===== config.mk =====
export PLATFORM = sky130hd
export DESIGN_NAME = serial_alu_gen2_flat
export DESIGN_NICKNAME = d
export VERILOG_FILES = /design/src/rtl/serial_alu_gen2_if.sv /design/src/rtl/serial_alu_gen2.sv /design/src/flat_wrapper.sv
export SDC_FILE = /design/constraint.sdc
export NUM_CORES = 1
export LEC_CHECK = 0
export CORE_UTILIZATION = 55
export DETAILED_ROUTE_END_ITERATION = 10
export DONT_BUFFER_PORTS = 1
export PLACE_DENSITY = 0.84
export SLEW_MARGIN = 10
export SYNTH_ARGS = -nofsm -noshare
export SYNTH_HDL_FRONTEND = slang
export SYNTH_SLANG_ARGS = --single-unit

===== constraint.sdc =====
create_clock -name clk -period 2.6 [get_ports clk]
set_clock_uncertainty 0.05 [all_clocks]
set_input_delay 0.78 -clock clk [delete_from_list [all_inputs] [get_ports clk]]
set_output_delay 0.78 -clock clk [all_outputs]
set_load 0.02 [all_outputs]

===== src/rtl/serial_alu_gen2_if.sv =====
// Serial ALU frame/result bundle: host drives the 3-cycle frame, ALU returns busy/done/result.
interface serial_alu_gen2_if #(
  parameter int DATA_WIDTH = 8
);
  logic                  opcode_valid;
  logic                  opcode;
  logic [DATA_WIDTH-1:0] data;
  logic                  busy;
  logic                  done;
  logic [DATA_WIDTH-1:0] result;
  logic                  overflow;

  modport master (
    output opcode_valid, opcode, data,
    input  busy, done, result, overflow
  );

  modport slave (
    input  opcode_valid, opcode, data,
    output busy, done, result, overflow
  );
endinterface


===== src/rtl/serial_alu_gen2.sv =====
// Serial-opcode ALU: 3-cycle frame in, 8 ops (MUL iterative shift-add), registered result + done pulse.
// Optional macro ALU_SATURATE_EN clamps ADD/SUB/MUL results on overflow.
module serial_alu_gen2 #(
  parameter int DATA_WIDTH = 8
) (
  input  logic              clk,
  input  logic              reset,
  serial_alu_gen2_if.slave  bus
);
  localparam int W  = DATA_WIDTH;
  localparam int CW = $clog2(DATA_WIDTH);

  localparam logic [2:0] S_IDLE = 3'd0;
  localparam logic [2:0] S_OP1  = 3'd1;
  localparam logic [2:0] S_OP2  = 3'd2;
  localparam logic [2:0] S_EXEC = 3'd3;
  localparam logic [2:0] S_DONE = 3'd4;

  localparam logic [2:0] OP_ADD = 3'b000;
  localparam logic [2:0] OP_SUB = 3'b001;
  localparam logic [2:0] OP_PAR = 3'b010;
  localparam logic [2:0] OP_CMP = 3'b011;
  localparam logic [2:0] OP_AND = 3'b100;
  localparam logic [2:0] OP_OR  = 3'b101;
  localparam logic [2:0] OP_XOR = 3'b110;
  localparam logic [2:0] OP_MUL = 3'b111;

  logic [2:0]     state_q, state_d;
  logic [2:0]     op_q;
  logic [W-1:0]   a_q, b_q;
  logic [2*W-1:0] mcand_q, prod_q, prod_d;
  logic [CW-1:0]  cnt_q;
  logic [W-1:0]   result_q, res_d;
  logic           ovf_q, ovf_d;
  logic [W:0]     sum, diff;
  logic           mul_last;

  assign mul_last = (cnt_q == CW'(W - 1));

  always_comb begin
    state_d = state_q;
    case (state_q)
      S_IDLE: if (bus.opcode_valid) state_d = S_OP1;
      S_OP1:  state_d = bus.opcode_valid ? S_OP2  : S_IDLE;
      S_OP2:  state_d = bus.opcode_valid ? S_EXEC : S_IDLE;
      S_EXEC: if (op_q != OP_MUL || mul_last) state_d = S_DONE;
      default: state_d = S_IDLE;
    endcase
  end

  // B is shifted right during MUL; one partial product accumulated per EXEC cycle
  always_comb begin
    sum    = {1'b0, a_q} + {1'b0, b_q};
    diff   = {1'b0, a_q} - {1'b0, b_q};
    prod_d = prod_q + (b_q[0] ? mcand_q : '0);
    res_d  = '0;
    ovf_d  = 1'b0;
    case (op_q)
      OP_ADD: begin res_d = sum[W-1:0];  ovf_d = sum[W];  end
      OP_SUB: begin res_d = diff[W-1:0]; ovf_d = diff[W]; end
      OP_PAR: res_d[0] = ^(a_q ^ b_q);
      OP_CMP: begin res_d[1] = (a_q > b_q); res_d[0] = (a_q == b_q); end
      OP_AND: res_d = a_q & b_q;
      OP_OR:  res_d = a_q | b_q;
      OP_XOR: res_d = a_q ^ b_q;
      default: begin res_d = prod_d[W-1:0]; ovf_d = |prod_d[2*W-1:W]; end
    endcase
`ifdef ALU_SATURATE_EN
    if (ovf_d && (op_q == OP_ADD || op_q == OP_MUL)) res_d = '1;
    if (ovf_d && op_q == OP_SUB)                      res_d = '0;
`endif
  end

  always_ff @(posedge clk) begin
    if (reset) begin
      state_q  <= S_IDLE;
      op_q     <= '0;
      a_q      <= '0;
      b_q      <= '0;
      mcand_q  <= '0;
      prod_q   <= '0;
      cnt_q    <= '0;
      result_q <= '0;
      ovf_q    <= 1'b0;
    end else begin
      state_q <= state_d;
      case (state_q)
        S_IDLE: if (bus.opcode_valid) begin
          op_q[0] <= bus.opcode;
          a_q     <= bus.data;
        end
        S_OP1: if (bus.opcode_valid) begin
          op_q[1] <= bus.opcode;
          b_q     <= bus.data;
        end
        S_OP2: if (bus.opcode_valid) begin
          op_q[2] <= bus.opcode;
          mcand_q <= {{W{1'b0}}, a_q};
          prod_q  <= '0;
          cnt_q   <= '0;
        end
        S_EXEC: begin
          if (op_q == OP_MUL) begin
            prod_q  <= prod_d;
            mcand_q <= mcand_q << 1;
            b_q     <= b_q >> 1;
            cnt_q   <= cnt_q + 1'b1;
          end
          if (state_d == S_DONE) begin
            result_q <= res_d;
            ovf_q    <= ovf_d;
          end
        end
        default: ;
      endcase
    end
  end

  assign bus.busy     = (state_q != S_IDLE);
  assign bus.done     = (state_q == S_DONE);
  assign bus.result   = result_q;
  assign bus.overflow = ovf_q;
endmodule

===== src/flat_wrapper.sv =====
// flat-port wrapper written by rule: the top's interface ports become plain ports
module serial_alu_gen2_flat 
#(
  parameter int DATA_WIDTH = 8
)
  (clk, reset, bus_opcode_valid, bus_opcode, bus_data, bus_busy, bus_done, bus_result, bus_overflow);
  serial_alu_gen2_if #(.DATA_WIDTH(DATA_WIDTH)) bus_i ();
  input  logic clk;
  input  logic reset;
  input wire logic [$bits(bus_i.opcode_valid)-1:0] bus_opcode_valid;
  input wire logic [$bits(bus_i.opcode)-1:0] bus_opcode;
  input wire logic [$bits(bus_i.data)-1:0] bus_data;
  output wire logic [$bits(bus_i.busy)-1:0] bus_busy;
  output wire logic [$bits(bus_i.done)-1:0] bus_done;
  output wire logic [$bits(bus_i.result)-1:0] bus_result;
  output wire logic [$bits(bus_i.overflow)-1:0] bus_overflow;
  assign bus_i.opcode_valid = bus_opcode_valid;
  assign bus_i.opcode = bus_opcode;
  assign bus_i.data = bus_data;
  assign bus_busy = bus_i.busy;
  assign bus_done = bus_i.done;
  assign bus_result = bus_i.result;
  assign bus_overflow = bus_i.overflow;
  serial_alu_gen2 #(.DATA_WIDTH(DATA_WIDTH)) u_core (.clk(clk), .reset(reset), .bus(bus_i));
endmodule

==> qor.txt, run 1 <==
Reg clk slew, reported paths - 0.08 ns
Startpoint types - flip-flop
Buf+Inv Stages, Crit Path - 1
CTS Root Cell - clkbuf_8
CTS Buffer Depth - 2
Final WS setup - -0.0247 ns
Post-route DRC violation count - 0
Post-synth top area share - 28.9%
CP Depth - 11
Initial Util - 57.9%
Crit path capture type - flip-flop
Failing checks - negative setup slack
GP Congestion - 0.973
Power share of the sequential group - 48.2%
Unique masters post-synth - 63
FF-to-FF End - u_core.prod_q[15]$_SDFFE_PP0P_
Minimum clock period - 2.62 ns
DRT antenna net count - 0
Share of post-route cells with drive strength above 1 - 15.6%
Final Cycle Share - 101%
Last element of the critical path - u_core.prod_q[15]$_SDFFE_PP0P_
Synth Register Bits - 66
Iteration-0 DRC Markers - 381
H-tree Lvls - 3
IO Pins - 23
Reg2Reg Setup Slack - -0.02 ns
Die ar. - 8680 um2
Most frequent cells after synthesis - 71 x nor2_1, 68 x a21oi_1, 66 x dfxtp_1, 60 x nand2_1, 44 x ha_1
Initial antenna violation count - 0
CP max stage delay - 0.41 ns
Synthesized instance count - 589
Worst Max-Slew Pin Slew - 0.688 ns
Power per cell area - 427 nW/um2
Worst reg2reg path depth - 11
Req. time, crit path - 2.86 ns
Global-route wire length before repair - 19800 um
Post-CTS Hold Fix Bufs - 0
Comb pwr share - 14.6%
Sw frac - 29.7%
Filler cells - 661
Number of global-route vias before repair - 4081
DRT Pass-1 Iters - 5
Area Growth Syn to Fin - 11.8%
Worst reg2reg startpoint - u_core.b_q[0]$_SDFFE_PP0P_
Critical path class - flip-flop to flip-flop
Largest cells by area after synthesis - dfxtp_1 29%, ha_1 12%, a21oi_1 7.4%
Top-count cell post-synth - nor2_1
Number of synthesized flops with an enable pin - 0
# Max-Cap Violations - 0
Synthesized area - 4570 um2
F_max - 381 MHz
CTS Sinks - 66
Rows - 32
WL final - 12400 um
Crit-path slowest cell - or3b_4
Final core utilization - 64.8%
Worst VDD drop - 0.449 mV
Pins Over Slew Limit - 0
Post-layout nets - 655
Largest net degree at the start of global routing - 66
Leakage - 2.00 nW
Grt total ovfl - 0
Core area - 7890 um2
Syn Nets - 648
Sequential area share after synthesis - 28.9%
Crit path cell chain - buf_6, and2_4, ha_1, a211oi_1, or3_4, a21oi_4, a221oi_4, o211ai_2, or3b_4, a2bb2oi_2, nor2_2
Worst slack, placed - -0.0318 ns
DPL Wire Length - 8700 um
Slew HR - 54.0%
Clock Power Share - 37.1%
Vias - 4406
TritonCTS clock tree - built
Post-synth top area cell - dfxtp_1
Cell Int Power - 0.00154 W
Die width - 93.2 um
Worst path top cell family by delay - simple AND/OR/NAND/NOR gates
Top_reg_cell synth - dfxtp_1
Critical Path AT - 2.89 ns
Unrepaired setup endpoints after global routing - true
Antenna fix cells - 0
Sw Pwr - 0.000649 W
GRT Total Usage - 29.0%
Synth async-reset ratio - 0%
Vias per inst - 6.27
Clk_lat worst skew - 0.36 ns
Worst hold margin - 0.411 ns
Final setup viols - 2
Critical-path maximum fanout - 6
IO Port Bufs - 0
HP Class - flip-flop to flip-flop
Mean Syn Cell Area - 7.76 um2
Cts bufs inserted - 9
Final Power - 0.00218 W
Yosys warns - 0
Final hold violations - 0
Critical Path Start - u_core.b_q[0]$_SDFFE_PP0P_
Chip height - 93.2 um
WL/cell - 17.6 um
Status - finished, violations left
[through the flow]
step | TNS, ns | instance area (um2) | cells
5_1_grt | -0.328 | 5110 | 703
6_report | -0.0460 | 5110 | 703
2_1_floorplan | 0 | 4610 | 589
3_3_place_gp | 0 | 4760 | 680
4_1_cts | 0 | 4960 | 698
3_5_place_dp | -0.0318 | 4760 | 680
[sequential cells by signal (all words and copies together), names as in the netlist]
register             cells
u_core.a_q               8
u_core.b_q               8
u_core.bus.overflow      1
u_core.bus.result        8
u_core.cnt_q             3
u_core.mcand_q          16
u_core.op_q              3
u_core.prod_q           16
u_core.state_q           3
[routing by layer]
layer  vias up  part of all wire, %  track usage (%)
li1       2073                    -                -
met1      2093                   41             36.6
met2       196                   48             48.0
met3        44                  7.4             5.93
met4         0                  3.8             11.9
met5         -                    0                0
[power groups by stage]
stage / Combinational [W] / Clock (W) / Sequential [W]
final: 0.000320 / 0.000811 / 0.00105
after global routing: 0.000354 / 0.000865 / 0.00106
after CTS: 0.000305 / 0.000826 / 0.00105
after detailed placement: 0.000303 / 0 / 0.00108
after global placement: 0.000294 / 0 / 0.00108
after floorplan: 0.000248 / 0 / 0.00107
[how the worst min path moves through the flow]
stage                                    startpoint                               to  slack, ns  cells after the start
floorplan              u_core.state_q[2]$_SDFF_PP0_     u_core.state_q[0]$_SDFF_PP0_       0.38                      1
global placement    u_core.mcand_q[12]$_SDFFE_PP0P_  u_core.mcand_q[13]$_SDFFE_PP0P_       0.39                      2
detailed placement   u_core.mcand_q[8]$_SDFFE_PP0P_   u_core.mcand_q[9]$_SDFFE_PP0P_       0.40                      2
CTS                  u_core.mcand_q[8]$_SDFFE_PP0P_   u_core.mcand_q[9]$_SDFFE_PP0P_       0.41                      2
global route                                  reset   u_core.prod_q[15]$_SDFFE_PP0P_       0.41                      1
finish              u_core.mcand_q[12]$_SDFFE_PP0P_  u_core.mcand_q[13]$_SDFFE_PP0P_       0.41                      2
[cells by family (layout without fill, tap and decap cells)]
group	Yosys count	after routing	share of synthesized area, %
and+or+nand+nor	217	217	22.0
muxes	11	11	2.46
adders and majority gates	47	47	13.4
xor gates and xnor gates	22	22	4.22
AOI/OAI and AO/OA	162	162	23.4
DFF	66	66	28.9
buffers and inverters	64	76	5.61
[timing repair]
action	in CTS	in global routing
buffers inserted	2	5
pin swaps	5	16
gates resized for setup	1	33
endpoints found under the setup margin	2	6
[cell type report]
| cell class | instances | area (um2) | share of cell area (%) |
|---|---|---|---|
| Tap cell | 102 | 128 | 2.50 |
| Multi-Input combinational cell | 459 | 3130 | 61.2 |
| Clock inverter | 6 | 41.3 | 0.808 |
| Sequential cell | 66 | 1330 | 26.0 |
| Clock buffer | 10 | 138 | 2.69 |
| Inverter | 29 | 109 | 2.13 |
| Timing Repair Buffer | 31 | 240 | 4.70 |
[placed cells by master, fill, tap and decap left out, types with 13 or more instances in the layout]
cell / count
inv_1: 29
a211oi_1: 17
nand2_1: 59
ha_1: 36
nor3_1: 13
a21oi_1: 66
dfxtp_1: 63
xnor2_1: 17
buf_4: 29
nor2_1: 71
o21ai_0: 17
nand3_1: 26
[tightest hold or removal path, delay by kind of cell, from the launching register on]
| family | cells | cell delay [ns] |
|---|---|---|
| DFF | 1 | 0.32 |
| AOI/OAI and AO/OA | 1 | 0.05 |
| and+or+nand+nor | 1 | 0.06 |
Note: power is estimated with default switching activity, not from simulation.
==> run 2, diff against run 1 <==
--- a/config.mk
+++ b/config.mk
@@ -5,10 +5,12 @@
 export SDC_FILE = /design/constraint.sdc
 export NUM_CORES = 1
 export LEC_CHECK = 0
+export CORE_MARGIN = 2
 export CORE_UTILIZATION = 55
 export DETAILED_ROUTE_END_ITERATION = 10
 export DONT_BUFFER_PORTS = 1
 export PLACE_DENSITY = 0.84
+export SKIP_CTS_REPAIR_TIMING = 1
 export SLEW_MARGIN = 10
 export SYNTH_ARGS = -nofsm -noshare
 export SYNTH_HDL_FRONTEND = slang
==> run 2 against run 1 <==
The flow still finishes with violations (negative setup slack); sequential power about the same; wire length down 0.71%; utilization fell by 1.3 points; clock power up 0.9%; count of clock-buffer cells in the layout increased by 2; die area increased by 4.3%; critical path type unchanged; combinational power is 4% higher; sequential cell count did not move; highest routed layer unchanged; register-to-register slack worse by 0.06 ns; largest cell class unchanged.
==> qor.txt, run 2 (synthesized netlist as in run 1, its figures left out) <==
Initial antenna violation count - 0
Vias - 4280
Critical-path maximum fanout - 9
Reg clk slew, reported paths - 0.07 ns
DRT antenna net count - 0
Final Cycle Share - 103%
Status - finished, violations left
WL final - 12300 um
Share of post-route cells with drive strength above 1 - 16.4%
Startpoint types - flip-flop
Global-route wire length before repair - 19800 um
Iteration-0 DRC Markers - 242
Unrepaired setup endpoints after global routing - true
Largest net degree at the start of global routing - 66
CTS Sinks - 66
Critical path class - flip-flop to flip-flop
Number of global-route vias before repair - 4091
CTS Root Cell - clkbuf_8
Reg2Reg Setup Slack - -0.09 ns
Power per cell area - 427 nW/um2
Post-route DRC violation count - 0
Grt total ovfl - 0
Cts bufs inserted - 9
IO Port Bufs - 0
Antenna fix cells - 0
Vias per inst - 6.08
Final hold violations - 0
HP Class - flip-flop to flip-flop
Final cell count without fillers - 704
Pins Over Slew Limit - 0
Area Growth Syn to Fin - 13.1%
GRT Total Usage - 27.9%
CTS Buffer Depth - 2
Die width - 95.2 um
Die ar. - 9060 um2
WL/cell - 17.5 um
Final setup viols - 2
Rows - 33
Req. time, crit path - 2.79 ns
Initial Util - 56.2%
DPL Wire Length - 8550 um
Filler cells - 673
Most frequent cells in the layout - 70 x nor2_1, 67 x a21oi_1, 64 x dfxtp_1
GP Congestion - 0.952
Reg area - 1330 um2
H-tree Lvls - 3
TritonCTS clock tree - built
Crit path capture type - flip-flop
# Max-Cap Violations - 0
F_max - 372 MHz
DRT Pass-1 Iters - 5
Worst Max-Slew Pin Slew - 0.689 ns
Critical Path AT - 2.88 ns
Clk_lat worst skew - 0.36 ns
Core area - 8130 um2
Footprint of the multi-input gates - 3180 um2
Final core utilization - 63.5%
Leakage - 2.02 nW
Commonest non-fill, non-tap cell in the layout - nor2_1
Placed Instances - 685
Biggest regs - u_core.mcand_q: 16 flops, u_core.prod_q: 16 flops
Final WS setup - -0.0884 ns
Minimum clock period - 2.69 ns
Failing checks - negative setup slack
Post-layout nets - 655
Chip height - 95.2 um
Slew HR - 53.9%
Worst VDD drop - 0.274 mV
IO Pins - 23
-- run 2: cell count changes in the layout (fill, tap and decap cells not counted), moves of 2 or more --
| cell | change |
|---|---|
| clkbuf_8 | +2 |
| clkinvlp_4 | -2 |
| ha_1 | -3 |
| ha_2 | +2 |
| nor4_4 | +2 |
| o21ai_0 | +2 |
| o21ai_1 | -3 |
-- run 2: per-layer routing --
metal / share of wire (%) / track usage, %
met2: 47 / 45.7
met3: 6.8 / 6.48
met5: 0 / 0
met1: 42 / 35.4
met4: 3.3 / 11.5
-- run 2: where the power goes --
group,internal (W),switching (W)
clock network,0.000412,0.000406
registers,0.00103,0.0000221
logic,0.000143,0.000191
total,0.00159,0.000619
-- run 2: through the flow --
step	hold slack [ns]	setup WS, ns	power, W	cell area [um2]	setup TNS, ns
floorplan	0.383	0.0344	0.00132	4610	0
global placement	0.395	0.0627	0.00138	4780	0
detailed placement	0.404	-0.0242	0.00138	4780	-0.0242
CTS	0.415	-0.0535	0.00219	4960	-0.0781
global route	0.419	-0.168	0.00229	5170	-0.425
finish	0.413	-0.0884	0.00220	5170	-0.128
-- run 2: worst paths after layout --
path / startpoint / endpoint / depth (start not counted)
worst max-delay path: u_core.b_q[0]$_SDFFE_PP0P_ / u_core.bus.overflow$_SDFFE_PP0P_ / 11
worst min-delay path: u_core.mcand_q[10]$_SDFFE_PP0P_ / u_core.mcand_q[11]$_SDFFE_PP0P_ / 2
worst max register to register: u_core.b_q[0]$_SDFFE_PP0P_ / u_core.bus.overflow$_SDFFE_PP0P_ / 11
worst min register to register: u_core.mcand_q[10]$_SDFFE_PP0P_ / u_core.mcand_q[11]$_SDFFE_PP0P_ / 2
-- run 2: critical path, stage by stage (launching register included) --
cell	delay, ns
dfxtp_4	0.37
buf_6	0.13
buf_4	0.16
and2_1	0.17
ha_1	0.26
nor4_4	0.35
a21oi_1	0.12
and2_4	0.19
a311oi_2	0.26
xor2_1	0.22
and4_1	0.22
a31oi_1	0.08
-- run 2: final cells by class --
| class | count | share of cell area, % |
|---|---|---|
| clock buffers | 12 | 3.20 |
| repair buffers | 31 | 4.65 |
| multi-input cells | 459 | 61.6 |
| clock inverters | 2 | 0.242 |
| flip-flops and latches | 66 | 25.7 |
| inverters | 29 | 2.11 |
| well taps | 105 | 2.54 |
==> run 3, diff against run 2 <==
--- a/config.mk
+++ b/config.mk
@@ -7,6 +7,7 @@
 export LEC_CHECK = 0
 export CORE_MARGIN = 2
 export CORE_UTILIZATION = 55
+export CTS_CLUSTER_SIZE = 30
 export DETAILED_ROUTE_END_ITERATION = 10
 export DONT_BUFFER_PORTS = 1
 export PLACE_DENSITY = 0.84
==> constraint.sdc (replaced) <==
create_clock -name clk -period 2.4 [get_ports clk]
set_clock_uncertainty 0.05 [all_clocks]
set_input_delay 0.72 -clock clk [delete_from_list [all_inputs] [get_ports clk]]
set_output_delay 0.72 -clock clk [all_outputs]
set_load 0.02 [all_outputs]
==> run 3 against run 2 <==
The run still ends with negative setup slack left; cell count is 5.5% higher; critical path depth stayed put; register-to-register slack worse by 0.15 ns; worst hold slack worse by 0.065 ns; combinational power is 25% higher; wire length is 5.9% higher; critical endpoint unchanged.
==> qor.txt, run 3 (synthesized netlist as in run 1, its figures left out) <==
Biggest regs - u_core.mcand_q: 16 flops, u_core.prod_q: 16 flops
DRT antenna net count - 0
Worst VDD drop - 0.428 mV
Global-route wire length before repair - 20200 um
Final hold violations - 0
Die width - 95.2 um
Post-route DRC violation count - 0
Initial Util - 56.2%
Crit path capture type - flip-flop
Initial antenna violation count - 0
TritonCTS clock tree - built
Iteration-0 DRC Markers - 386
Slew HR - 66.1%
Startpoint types - flip-flop
DPL Wire Length - 8990 um
Comb pwr share - 16.3%
Final Cycle Share - 110%
GP Congestion - 0.996
Cell Int Power - 0.00179 W
Worst Max-Slew Pin Slew - 0.507 ns
Clk_lat worst skew - 0.37 ns
Power per cell area - 463 nW/um2
Clock Power Share - 38.9%
Filler cells - 602
Vias - 4549
Reg clk slew, reported paths - 0.09 ns
Core area - 8130 um2
Commonest non-fill, non-tap cell in the layout - nor2_1
CTS Sinks - 66
Sw Pwr - 0.000764 W
Final WS setup - -0.240 ns
# Max-Cap Violations - 0
Cts bufs inserted - 9
Hold Startpoint - reset
Final setup viols - 7
Die ar. - 9060 um2
Area Growth Syn to Fin - 20.6%
TNS Setup - -1.03 ns
FF-to-FF End - u_core.bus.overflow$_SDFFE_PP0P_
Req. time, crit path - 2.61 ns
Status - finished, violations left
H-tree Lvls - 3
Number of global-route vias before repair - 4311
Post-layout nets - 692
IO Port Bufs - 0
CTS Buffer Depth - 2
Critical Path AT - 2.85 ns
Chip height - 95.2 um
Critical path class - flip-flop to flip-flop
DRT Pass-1 Iters - 6
Vias per inst - 6.12
F_max - 379 MHz
Worst slack, placed - -0.211 ns
Pins Over Slew Limit - 0
CTS Root Cell - clkbuf_8
Sw frac - 30.0%
Minimum clock period - 2.64 ns
Grt total ovfl - 0
Design area - 5510 um2
Critical-path maximum fanout - 6
WL/cell - 17.5 um
Largest net degree at the start of global routing - 66
Hold Crit Endpoint - u_core.prod_q[13]$_SDFFE_PP0P_
Unrepaired setup endpoints after global routing - true
Worst reg2reg startpoint - u_core.b_q[0]$_SDFFE_PP0P_
Leakage - 2.24 nW
GRT Total Usage - 28.7%
Reg2Reg Setup Slack - -0.24 ns
Power share of the sequential group - 44.7%
Placed Area - 5080 um2
HP Class - primary input to flip-flop
IO Pins - 23
Antenna fix cells - 0
Failing checks - negative setup slack
Worst reg2reg path depth - 11
Rows - 33
Most frequent cells in the layout - 71 x nor2_1, 67 x buf_4, 64 x dfxtp_1
WL final - 13000 um
Share of post-route cells with drive strength above 1 - 22.4%
WHS Path Cells - 1
[run 3: changes by cell type in the layout (fill, tap and decap cells not counted), sizes merged]
cell	change
clkinv	+1
clkbuf	-3
inv	+2
bufinv	+1
buf	+37
clkinvlp	+1
[run 3: through the flow]
| step | std cells | power, W | utilization (%) | hold slack, ns |
|---|---|---|---|---|
| after global placement | 719 | 0.00152 | 62.5 | 0.394 |
| after CTS | 735 | 0.00251 | 64.9 | 0.347 |
| final | 743 | 0.00255 | 67.7 | 0.349 |
| after global routing | 743 | 0.00264 | 67.7 | 0.339 |
| after floorplan | 589 | 0.00143 | - | 0.383 |
| after detailed placement | 719 | 0.00153 | 62.5 | 0.401 |
[run 3: worst max-delay path by stage]
| stage | from | slack (ns) | cells after the start | end |
|---|---|---|---|---|
| floorplan | u_core.b_q[0]$_SDFFE_PP0P_ | -0.15 | 12 | u_core.bus.overflow$_SDFFE_PP0P_ |
| global placement | u_core.b_q[0]$_SDFFE_PP0P_ | -0.14 | 12 | u_core.bus.result[4]$_SDFFE_PP0P_ |
| detailed placement | u_core.b_q[0]$_SDFFE_PP0P_ | -0.21 | 12 | u_core.bus.result[4]$_SDFFE_PP0P_ |
| CTS | u_core.b_q[0]$_SDFFE_PP0P_ | -0.20 | 12 | u_core.bus.result[4]$_SDFFE_PP0P_ |
| global route | u_core.b_q[0]$_SDFFE_PP0P_ | -0.28 | 11 | u_core.bus.overflow$_SDFFE_PP0P_ |
| finish | u_core.b_q[0]$_SDFFE_PP0P_ | -0.24 | 11 | u_core.bus.overflow$_SDFFE_PP0P_ |
[run 3: worst max-delay path: stages (launching register included)]
cell       delay, ns
dfxtp_4         0.37
buf_6           0.13
and2_1          0.17
ha_4            0.28
nand2_2         0.06
or3_4           0.36
a21oi_4         0.22
a31oi_1         0.12
xnor2_1         0.19
a2111oi_2       0.24
and4_1          0.24
a31oi_1         0.08
[run 3: power groups by stage]
stage / logic [W] / clock network, W / registers, W
floorplan: 0.000268 / 0 / 0.00116
global placement: 0.000352 / 0 / 0.00116
detailed placement: 0.000368 / 0 / 0.00116
CTS: 0.000371 / 0.00100 / 0.00114
global route: 0.000449 / 0.00105 / 0.00114
finish: 0.000417 / 0.000992 / 0.00114
[run 3: cell type report]
type	instances	area [um2]	area share (%)
multi-input cells	459	3230	58.6
flip-flops and latches	66	1330	24.1
repair buffers	68	514	9.33
well taps	105	131	2.38
clock buffers	9	124	2.25
inverters	29	109	1.98
clock inverters	7	76.3	1.39
[run 3: routing by layer]
metal / track usage [%] / part of all wire, % / up-vias
met5: 0 / 0 / -
met4: 10.3 / 3.2 / 0
met3: 7.35 / 7.1 / 52
met2: 47.9 / 48 / 218
met1: 35.8 / 42 / 2127
li1: - / - / 2152
